===== config.mk =====
export PLATFORM = sky130hd
export DESIGN_NAME = ac_oper_unit
export DESIGN_NICKNAME = d
export VERILOG_FILES = /design/src/rtl/ac_oper_unit_pkg.sv /design/src/rtl/ac_rotate.sv /design/src/rtl/ac_oper_unit.sv
export SDC_FILE = /design/constraint.sdc
export NUM_CORES = 1
export LEC_CHECK = 0
export ABC_AREA = 0
export BUFFER_PORTS_ARGS = -buffer_cell sky130_fd_sc_hd__buf_2
export CAP_MARGIN = 20
export CORE_ASPECT_RATIO = 0.7
export CORE_MARGIN = 2
export CORE_UTILIZATION = 60
export DETAILED_ROUTE_END_ITERATION = 10
export PLACE_DENSITY = 0.86
export SYNTH_ARGS = -nofsm -noshare
export SYNTH_HDL_FRONTEND = slang
export SYNTH_HIERARCHICAL = 1
export SYNTH_SLANG_ARGS = --single-unit

===== constraint.sdc =====
create_clock -name clk -period 3.7 [get_ports clk]
set_clock_uncertainty 0.05 [all_clocks]
set_input_delay 0.555 -clock clk [delete_from_list [all_inputs] [get_ports clk]]
set_output_delay 0.555 -clock clk [all_outputs]
set_load 0.005 [all_outputs]

===== src/rtl/ac_oper_unit_pkg.sv =====
// Shared constants for the PDP-8/e operate datapath: major-state codes,
// the OPR opcode and the microinstruction bit positions (bit 0 = MSB).
package ac_oper_unit_pkg;

    typedef enum logic [3:0] {
        F0 = 4'd0,
        F1 = 4'd1,
        F2 = 4'd2,
        F3 = 4'd3
    } major_state_e;

    localparam logic [2:0] OPR = 3'o7;

    localparam int unsigned CLA = 4;
    localparam int unsigned CLL = 5;
    localparam int unsigned CMA = 6;
    localparam int unsigned CML = 7;
    localparam int unsigned RAR = 8;
    localparam int unsigned RAL = 9;
    localparam int unsigned BSW = 10;
    localparam int unsigned IAC = 11;
    localparam int unsigned MQA = 5;
    localparam int unsigned MQL = 7;

    function automatic logic is_opr(input logic [0:11] word);
        return (word[0:2] == OPR) ? 1'b1 : 1'b0;
    endfunction

endpackage


===== src/rtl/ac_rotate.sv =====
// Combinational {L,AC} rotator: rotate right/left by one or two, or byte swap.
// la_i[WIDTH] is L, la_i[WIDTH-1] is AC bit 0 (MSB), la_i[0] is AC bit WIDTH-1.
module ac_rotate #(
    parameter int WIDTH = 12
) (
    input  logic [WIDTH:0] la_i,
    input  logic           rot_r_i,
    input  logic           rot_l_i,
    input  logic           bsw_i,
    output logic [WIDTH:0] la_o
);

    localparam int HALF = WIDTH / 2;

    // Select the rotate/swap form; R and L together are a defined no-op.
    always_comb begin
        la_o = la_i;
        case ({rot_r_i, rot_l_i, bsw_i})
            3'b100:  la_o = {la_i[0], la_i[WIDTH:1]};
            3'b101:  la_o = {la_i[1:0], la_i[WIDTH:2]};
            3'b010:  la_o = {la_i[WIDTH-1:0], la_i[WIDTH]};
            3'b011:  la_o = {la_i[WIDTH-2:0], la_i[WIDTH:WIDTH-1]};
            3'b001:  la_o = {la_i[WIDTH], la_i[HALF-1:0], la_i[WIDTH-1:HALF]};
            default: la_o = la_i;
        endcase
    end

endmodule


===== src/rtl/ac_oper_unit.sv =====
// Accumulator / link / MQ datapath executing PDP-8/e operate microinstructions,
// sequenced over F1 (fetch into ir), F2 (clear/complement) and F3 (IAC, rotate, MQ).
module ac_oper_unit
    import ac_oper_unit_pkg::*;
#(
    parameter int WIDTH     = 12,
    parameter bit ENABLE_MQ = 1'b1
) (
    input  logic             clk,
    input  logic             reset,
    input  logic [3:0]       state,
    input  logic [0:11]      mdout,
    output logic [0:WIDTH-1] ac,
    output logic             l,
    output logic [0:WIDTH-1] mq,
    output logic             op_done
);

    logic [0:11]      ir_q, ir_d;
    logic             valid_q, valid_d;
    logic [0:WIDTH-1] ac_q, ac_d;
    logic             l_q, l_d;
    logic [0:WIDTH-1] mq_q, mq_d;
    logic             op_done_q, op_done_d;

    logic             opr_s;
    logic             g1_s;
    logic             g3_s;
    logic [0:WIDTH-1] ac_clr_s;
    logic [WIDTH:0]   iac_sum_s;
    logic [WIDTH:0]   rot_out_s;

    assign opr_s     = valid_q & is_opr(ir_q);
    assign g1_s      = ~ir_q[3];
    assign g3_s      = ir_q[3] & ir_q[11];
    assign ac_clr_s  = ir_q[CLA] ? {WIDTH{1'b0}} : ac_q;
    // IAC carry out of AC propagates into L because the sum is WIDTH+1 wide.
    assign iac_sum_s = {l_q, ac_q} + {{WIDTH{1'b0}}, ir_q[IAC]};

    ac_rotate #(
        .WIDTH (WIDTH)
    ) u_rot (
        .la_i    (iac_sum_s),
        .rot_r_i (ir_q[RAR]),
        .rot_l_i (ir_q[RAL]),
        .bsw_i   (ir_q[BSW]),
        .la_o    (rot_out_s)
    );

    // Next-state for ir/valid and the event-ordered AC, L and MQ updates.
    always_comb begin
        ir_d      = ir_q;
        valid_d   = valid_q;
        ac_d      = ac_q;
        l_d       = l_q;
        mq_d      = mq_q;
        op_done_d = 1'b0;
        case (state)
            F1: begin
                ir_d    = mdout;
                valid_d = is_opr(mdout);
            end
            F2: begin
                if (opr_s) begin
                    if (g1_s) begin
                        ac_d = ir_q[CMA] ? ~ac_clr_s : ac_clr_s;
                        l_d  = (ir_q[CLL] ? 1'b0 : l_q) ^ ir_q[CML];
                    end else begin
                        ac_d = ac_clr_s;
                    end
                end else begin
                    ac_d = ac_q;
                end
            end
            F3: begin
                if (opr_s) begin
                    op_done_d = 1'b1;
                    if (g1_s) begin
                        {l_d, ac_d} = rot_out_s;
                    end else if (g3_s && ENABLE_MQ) begin
                        case ({ir_q[MQA], ir_q[MQL]})
                            2'b01: begin
                                mq_d = ac_q;
                                ac_d = {WIDTH{1'b0}};
                            end
                            2'b10: ac_d = ac_q | mq_q;
                            2'b11: begin
                                ac_d = mq_q;
                                mq_d = ac_q;
                            end
                            default: ac_d = ac_q;
                        endcase
                    end else begin
                        ac_d = ac_q;
                    end
                end else begin
                    op_done_d = 1'b0;
                end
            end
            default: op_done_d = 1'b0;
        endcase
    end

    // State registers with asynchronous active-low clear.
    always_ff @(posedge clk or negedge reset) begin
        if (!reset) begin
            ir_q      <= 12'd0;
            valid_q   <= 1'b0;
            ac_q      <= {WIDTH{1'b0}};
            l_q       <= 1'b0;
            mq_q      <= {WIDTH{1'b0}};
            op_done_q <= 1'b0;
        end else begin
            ir_q      <= ir_d;
            valid_q   <= valid_d;
            ac_q      <= ac_d;
            l_q       <= l_d;
            mq_q      <= mq_d;
            op_done_q <= op_done_d;
        end
    end

    assign ac      = ac_q;
    assign l       = l_q;
    assign mq      = mq_q;
    assign op_done = op_done_q;

endmodule

==> flow_summary.ini, run 1 <==
[power]
vdd_ir_drop_max_uv = 346.3
p_clk_frac = 0.237
power_frac_seq = 0.431
p_int_mw = 0.8040
switchingPower_mw = 0.4798
switching_share = 0.3737
total_power_mw = 1.284
powerDensity_nw_per_um2 = 415.4
p_comb_frac = 0.332
p_leak_nw = 1.373

[yosys]
syn_area_per_cell_um2 = 9.394
synthArstFlopShare = 1.000
yosys.area.top_type = dfrtp_1
synth_edf_count = 0
ys_ff_latch = 39
syn-num-nets = 319
ys_warn_count = 6
synth_flop_cell = dfrtp_1
ys_seq_area_frac = 0.3474
synth_top_area_share = 0.3474
syn-instance-count = 299
synth_area_um2 = 2809
synth_area_leaders = dfrtp_1, mux2_2, o22ai_1, nor2b_1, nand2b_1
synth_cell_types = 52

[cells_and_area]
layout-drive-gt1-share = 0.2576
final_nets = 350
antenna_cells_inserted = 0
final_cell_mix = buf_2, dfrtp_1, o22ai_1
mostFrequentLayoutCell = buf_2
layout.cells.non_filler = 385
area_growth_pct = 10.02

[worst_setup_path]
critical_path.max_fanout = 6
crit_path_max_incr_delay_ns = 0.46
required_ns = 3.89
cp_slowest_cell = xnor2_1
cp_num_buf_inv = 1
crit_family = compound AO/OA/AOI/OAI gates
worstSetupStartpointType = flip-flop
crit_type = flip-flop to flip-flop
crit_chain = ha_1, ha_1, inv_1, nor2_1, nand2_1, xnor2_1, nor2b_1, a2111oi_0, a2111oi_1, o22ai_1, o22ai_1, a22o_1
cp-end-kind = flip-flop
arrival_ns = 3.32

[timing]
hold_viol_final = 0
period_share = 0.8455
setup_viol = 0
fmax_mhz = 319.7
whs_ns = 0.3144
setup_slack_ns = 0.5718
rsz0062_at_grt = false
slew_headroom = 0.3636
maxSlewViolCount = 0
fin_crit_ns = 3.128
tightest_slew_ns = 0.9546
fin_tns_setup_ns = 0

[route]
vias = 2608
top_layer_used = met4
dr.pass1.iters = 8
wl_met1_um = 3148
drt-wirelength-per-cell_um = 18.72
ant_nets = 0
drtIter0Drc = 315
dr_wl_met3_um = 874
met2_length_um = 3013
viasPerCell = 6.774
drt-total-wl_um = 7208
drcViolationCount = 1

[place]
place_inst = 377
gp_congestion = 1.019
post-place-ws_ns = 0.6683
port_buffers = 43
hpwl_um = 5063

[clock_network]
cts_tree = done
postCtsSetupBuffers = 0
htreeDepth = 2
ctsHoldBuffers = 0
cts_resized = 0
clkTransAtPathRegs_ns = 0.07
cts.sinks = 39
cts-root-buf = clkbuf_8
insertion_delay_ns = 0.30
cts_made_buffers = 5
ctsLongestPathBuffers = 2

[floorplan]
fp-row-count = 20
die-width_um = 85.78
num_io_pins = 44
die_area_um2 = 5254
core_area_um2 = 4429
start_util = 0.6342
die_h_um = 61.25

[job]
cap_violations = 0

[grt]
grt_antenna_before_repair = 0
grt_overflow_total = 0
grt_max_degree = 40
grt_pass1_vias = 2268
grt_pass1_wl_um = 11640
grt_util_all_layers = 0.2933

[outcome]
status = complete, but fails checks
violations = design-rule violations

[min_path]
hold_class = input port to async pin
per-layer routing:
metal,global-route usage,vias up
li1,-,1194
met1,0.4180,1244
met2,0.4375,145
met3,0.08177,25
met4,0.1043,0
met5,0,-
power by group through the flow:
stage               combinational, mW  sequential [mW]  clock [mW]
finish                          0.426            0.553       0.304
global route                    0.465            0.563       0.323
CTS                             0.396            0.561       0.308
detailed placement              0.394            0.570           0
global placement                0.383            0.567           0
floorplan                       0.375            0.502           0
stage by stage:
step | util | cell area (µm²)
finish | 0.6977 | 3090
global route | 0.6977 | 3090
CTS | 0.6944 | 3075
detailed placement | 0.6737 | 2984
global placement | 0.6737 | 2984
floorplan | - | 2809
cells in the mapped netlist (4+ instances only):
| master | count |
|---|---|
| dfrtp_1 | 39 |
| nor2_1 | 9 |
| nor2b_1 | 22 |
| buf_2 | 9 |
| nand2b_1 | 16 |
| a22o_1 | 11 |
| buf_6 | 4 |
| nand3_1 | 5 |
| o22ai_1 | 23 |
| mux2_2 | 22 |
| clkbuf_1 | 8 |
| a21oi_1 | 17 |
| o21ai_0 | 10 |
| a211oi_1 | 13 |
| nor3_1 | 5 |
| inv_1 | 5 |
| o32ai_1 | 10 |
| xnor2_1 | 8 |
| and2b_1 | 4 |
| nand2_1 | 11 |
| xor2_1 | 4 |
worst paths after layout:
check | from | endpoint | slack (ns) | cells past startpoint
max | ac[11] | ac[11] | 0.57 | 12
min in group clk | mdout[5] | ir_q[5] | 0.40 | 3
min | reset | ir_q[0] | 0.31 | 1
max in group asynchronous | reset | mq[7] | 2.74 | 1
max reg2reg | ac[11] | ac[11] | 0.57 | 12
min reg2reg | ir_q[1] | ir_q[1] | 0.46 | 1
sequential cells by signal, summed over array words and instances, names as in the netlist:
| name | cells |
|---|---|
| l | 1 |
| mq | 12 |
| ir_q | 12 |
| ac | 12 |
| valid_q | 1 |
| op_done | 1 |
kinds of logic (layout without fill, tap and decap cells):
logic type,after synthesis,count (layout),synth area share
AOI/OAI and AO/OA,98,98,0.2459
and+or+nand+nor,90,90,0.1906
DFF,39,39,0.3474
buffers and inverters,31,62,0.05879
muxes,27,27,0.1109
xor gates and xnor gates,12,12,0.03742
adders and majority gates,2,2,0.008907
cell type report:
class                           instances  area, µm²
Sequential cell                        39      975.9
Timing Repair Buffer                   48      260.3
Fill cell                             327       1339
Clock buffer                            6      82.58
Clock inverter                          1      8.758
Multi-Input combinational cell        229       1668
Inverter                                7      26.28
Tap cell                               55      68.82
worst reg2reg max path: cells and delay by family (launching register included):
kind	cells	cell delay (ns)
XOR/XNOR	1	0.46
adder cells (fa/ha/maj)	2	0.46
AND/OR/NAND/NOR	3	0.58
AO/OA/AOI/OAI	5	1.02
buffers and inverters	1	0.06
flip-flops	1	0.45
(Power assumes the default switching activity.)
==> run 2, diff against run 1 <==
--- a/config.mk
+++ b/config.mk
@@ -10,9 +10,9 @@
 export CAP_MARGIN = 20
 export CORE_ASPECT_RATIO = 0.7
 export CORE_MARGIN = 2
-export CORE_UTILIZATION = 60
+export CORE_UTILIZATION = 52
 export DETAILED_ROUTE_END_ITERATION = 10
-export PLACE_DENSITY = 0.86
+export PLACE_DENSITY = 0.79
 export SYNTH_ARGS = -nofsm -noshare
 export SYNTH_HDL_FRONTEND = slang
 export SYNTH_HIERARCHICAL = 1
==> constraint.sdc (replaced) <==
create_clock -name clk -period 2.85 [get_ports clk]
set_clock_uncertainty 0.05 [all_clocks]
set_input_delay 0.4275 -clock clk [delete_from_list [all_inputs] [get_ports clk]]
set_output_delay 0.4275 -clock clk [all_outputs]
set_load 0.005 [all_outputs]
==> run 2 against run 1 <==
Net effect: the run now ends clean; highest routed layer unchanged; worst setup slack got worse by 0.42 ns; power increased by 34%; global-route usage decreased by 2.0 points; utilization fell by 5.7 points.
==> flow_summary.ini, run 2 (synthesis gave the netlist of run 1 again) <==
[outcome]
status = finished clean

[route]
drt-total-wl_um = 8010
viasPerCell = 6.292
ant_nets = 0
vias = 2693
drcViolationCount = 0
drt-wirelength-per-cell_um = 18.71
drtIter0Drc = 252
dr.pass1.iters = 5

[power]
power_frac_seq = 0.406
switching_share = 0.3797
total_power_mw = 1.718
powerDensity_nw_per_um2 = 512.7
p_clk_frac = 0.214
vdd_ir_drop_max_uv = 436.4
p_int_mw = 1.066
p_comb_frac = 0.380
switchingPower_mw = 0.6524
p_leak_nw = 1.510

[clock_network]
cts_tree = done
cts.sinks = 39
clkTransAtPathRegs_ns = 0.08
cts_made_buffers = 5
insertion_delay_ns = 0.30
cts-root-buf = clkbuf_8
ctsLongestPathBuffers = 2
htreeDepth = 2
ctsHoldBuffers = 0

[timing]
setup_slack_ns = 0.1485
fin_crit_ns = 2.701
maxSlewViolCount = 0
hold_viol_final = 0
slew_headroom = 0.3683
setup_viol = 0
fmax_mhz = 370.2
period_share = 0.9479
tightest_slew_ns = 0.9476

[cells_and_area]
final_cell_mix = buf_2, dfrtp_1, buf_4
mostFrequentLayoutCell = buf_2
final_nets = 375
layout-drive-gt1-share = 0.3399
antenna_cells_inserted = 0
area_growth_pct = 19.29
nFillCells = 434

[place]
hpwl_um = 5758
gp_congestion = 0.9951
port_buffers = 43
post-place-ws_ns = 0.06847

[worst_setup_path]
arrival_ns = 2.89
worstSetupStartpointType = flip-flop
worst_r2r_path_depth = 14
critical_path.max_fanout = 4
rr_startpoint = ac[11]
cp-end-kind = flip-flop
required_ns = 3.04
worstSetupStartpoint = ac[11]
crit_type = flip-flop to flip-flop

[floorplan]
fp-row-count = 22
core_area_um2 = 5230
num_io_pins = 44
die_area_um2 = 6015
die-width_um = 91.85
die_h_um = 65.49
start_util = 0.5371

[min_path]
hold_class = input port to async pin

[grt]
grt_antenna_before_repair = 0
grt_overflow_total = 0
grt_pass1_vias = 2439
grt_pass1_wl_um = 12720
grt_util_all_layers = 0.2731
grt_max_degree = 40

[job]
cap_violations = 0
## run 2: changes by cell type in the layout (fill, tap and decap cells not counted), moves of 2 or more
cell	change
nor2b_2	+2
o32ai_1	-2
buf_4	+26
o32ai_2	+2
ha_1	-2
nor2b_1	-2
## run 2: power by group through the flow
stage	Sequential (mW)	Clock (mW)	Combinational, mW
after floorplan	0.651	0	0.487
after global routing	0.708	0.401	0.699
final	0.698	0.367	0.653
after CTS	0.692	0.372	0.608
after global placement	0.701	0	0.588
after detailed placement	0.703	0	0.603
## run 2: area by class of cell
type,instances,area (µm²),share of cell area
multi-input combinational,229,1733,0.5172
sequential,39,975.9,0.2913
timing repair buffer,73,440.4,0.1314
tap,72,90.09,0.02689
clock buffer,6,72.57,0.02166
inverter,7,26.28,0.007842
clock inverter,2,12.51,0.003734
## run 2: final timing paths
kind / to / slack, ns
max reg2reg: ac[2] / 0.15
max in group asynchronous: mq[4] / 2.02
max: ac[2] / 0.15
min: ir_q[1] / 0.20
min in group clk: ir_q[5] / 0.28
min reg2reg: ir_q[0] / 0.46
## run 2: critical path, cell delays in order, from the launching register on
cell and delay (ns):
dfrtp_1 0.37, ha_2 0.22, ha_4 0.15, inv_1 0.06, nor2_4 0.13, nand4_1 0.15, xnor2_1 0.23, buf_4 0.16
nor2b_2 0.21, a211oi_2 0.06, o32ai_1 0.29, buf_4 0.17, o22ai_1 0.07, o22ai_1 0.16, a22o_1 0.16
## run 2: stage by stage
stage               hold slack [ns]  setup TNS, ns    util  cells  cell area, µm²
CTS                          0.2208              0  0.6268    427            3278
detailed placement           0.4505              0  0.6105    419            3193
finish                       0.1963              0  0.6407    428            3351
floorplan                   0.08191              0       -    299            2809
global placement             0.4419              0  0.6105    419            3193
global route                 0.2566      -0.006972  0.6407    428            3351
## run 2: routing by layer
metal	GRT usage	vias up	share of wire
met5	0	-	0
met4	0.06530	0	0.0096
met3	0.07683	10	0.098
met2	0.3934	144	0.44
met1	0.4063	1302	0.45
li1	-	1237	-
## run 2: what timing repair did
action | in CTS | in global routing
gates resized for setup | 0 | 14
setup endpoints to repair | 0 | 10
setup buffers | 0 | 1
endpoints found under the hold margin | 0 | 0
==> run 3, diff against run 2 <==
--- a/config.mk
+++ b/config.mk
@@ -8,11 +8,10 @@
 export ABC_AREA = 0
 export BUFFER_PORTS_ARGS = -buffer_cell sky130_fd_sc_hd__buf_2
 export CAP_MARGIN = 20
-export CORE_ASPECT_RATIO = 0.7
 export CORE_MARGIN = 2
 export CORE_UTILIZATION = 52
 export DETAILED_ROUTE_END_ITERATION = 10
-export PLACE_DENSITY = 0.79
+export PLACE_DENSITY = 0.77
 export SYNTH_ARGS = -nofsm -noshare
 export SYNTH_HDL_FRONTEND = slang
 export SYNTH_HIERARCHICAL = 1
==> run 3 against run 2 <==
Net effect: clock power increased by 48%; highest routed layer unchanged; non-clock buffer count decreased by 1; global-route usage decreased by 2.0 points; first-iteration DRC count increased by 36%; via count decreased by 1.7%; largest power group unchanged; critical endpoint is now ac[10]; cell count decreased by 0.70%; combinational power decreased by 2%.
==> flow_summary.ini, run 3 (synthesis gave the netlist of run 1 again) <==
[floorplan]
fp-row-count = 26
num_io_pins = 44
die_h_um = 77.50
die-width_um = 77.50
die_area_um2 = 6005
core_area_um2 = 5172
start_util = 0.5431

[worst_setup_path]
r2r_end = ac[10]
cp-end-kind = flip-flop
worstSetupStartpoint = ir_q[11]
worstSetupStartpointType = flip-flop
rr_startpoint = ir_q[11]
worst_r2r_path_depth = 12
critical_path.max_fanout = 5
arrival_ns = 2.85
required_ns = 2.98
critPathCapture = ac[10]
crit_type = flip-flop to flip-flop
ff2ff_setup_slack_ns = 0.13

[grt]
grt_overflow_total = 0
grt_pass1_vias = 2493
grt_antenna_before_repair = 0
grt_util_all_layers = 0.2529
grt_pass1_wl_um = 12210
grt_max_degree = 40

[timing]
period_share = 0.9546
maxSlewViolCount = 0
slew_headroom = 0.4310
hold_viol_final = 0
fmax_mhz = 367.5
tightest_slew_ns = 0.8536
fin_crit_ns = 2.721
setup_viol = 0
whs_ns = 0.1907
fin_tns_setup_ns = 0

[place]
port_buffers = 43
hpwl_um = 5337
gp_congestion = 0.9546

[cells_and_area]
area_growth_pct = 20.22
nFillCells = 407
multi_input_area_um2 = 1709
antenna_cells_inserted = 0
mostFrequentLayoutCell = buf_2
final_cell_mix = buf_2, dfrtp_1, buf_4
final_nets = 374
final_core_util = 0.6529
layout-drive-gt1-share = 0.3268
register_area_um2 = 975.9

[clock_network]
htreeDepth = 2
ctsHoldBuffers = 0
cts_tree = done
cts_made_buffers = 5
ctsLongestPathBuffers = 2
cts.sinks = 39
insertion_delay_ns = 0.29
clkTransAtPathRegs_ns = 0.08
cts-root-buf = clkbuf_8

[min_path]
hold_class = input port to async pin

[route]
drt-wirelength-per-cell_um = 17.38
viasPerCell = 6.231
drtIter0Drc = 342
ant_nets = 0
drt-total-wl_um = 7388
dr.pass1.iters = 5
vias = 2648
drcViolationCount = 0

[power]
powerDensity_nw_per_um2 = 552.7
vdd_ir_drop_max_uv = 482.1
p_leak_nw = 1.540

[job]
cap_violations = 0

[outcome]
status = finished clean
==> run 3: how the worst min path moves through the flow <==
stage / cells past startpoint / to / slack (ns)
6_report: 1 / ir_q[3] / 0.19
3_3_place_gp: 1 / ir_q[6] / 0.44
5_1_grt: 1 / op_done / 0.27
3_5_place_dp: 1 / ir_q[6] / 0.45
2_1_floorplan: 0 / ac[0] / 0.08
4_1_cts: 1 / ir_q[0] / 0.22
==> run 3: layer usage <==
metal	GRT usage	up-vias	wire length [µm]	part of all wire
met2	0.4087	123	3529	0.48
li1	-	1239	-	-
met5	0	-	0	0
met4	0.09286	0	168	0.023
met1	0.3366	1263	3163	0.43
met3	0.05116	23	527	0.071
==> run 3: metrics by stage <==
stage	setup WS (ns)	power [mW]	area, µm²	std cells
finish	0.1292	1.866	3377	425
global route	-0.005589	1.963	3377	425
CTS	0.03811	1.845	3328	424
detailed placement	0.05897	1.302	3196	416
global placement	0.1681	1.291	3196	416
floorplan	0.3641	1.139	2809	299
==> run 3: critical path, stage by stage, from the launching register on <==
cell and delay, ns:
dfrtp_1 0.39, ha_2 0.21, ha_2 0.20, inv_1 0.07, nor2_4 0.13, nand3_1 0.17, xnor2_2 0.22, mux4_2 0.47
nor2_1 0.11, a31oi_1 0.09, o22ai_1 0.21, o22ai_1 0.10, a22o_1 0.19
==> run 3: layout make-up <==
type                            instances  area share
Timing Repair Buffer                   72      0.1319
Tap cell                               70     0.02594
Multi-Input combinational cell        229      0.5061
Sequential cell                        39      0.2890
Clock inverter                          2     0.01778
Inverter                                7    0.007781
Clock buffer                            6     0.02149
==> run 3: report_power, final <==
group	switching, mW	internal [mW]
logic	0.350	0.291
registers	0.0809	0.601
clock network	0.193	0.350
==> run 3: repair_timing <==
action	4_1_cts	5_1_grt
setup buffers	0	1
setup endpoints to repair	0	8
resized for setup	0	8
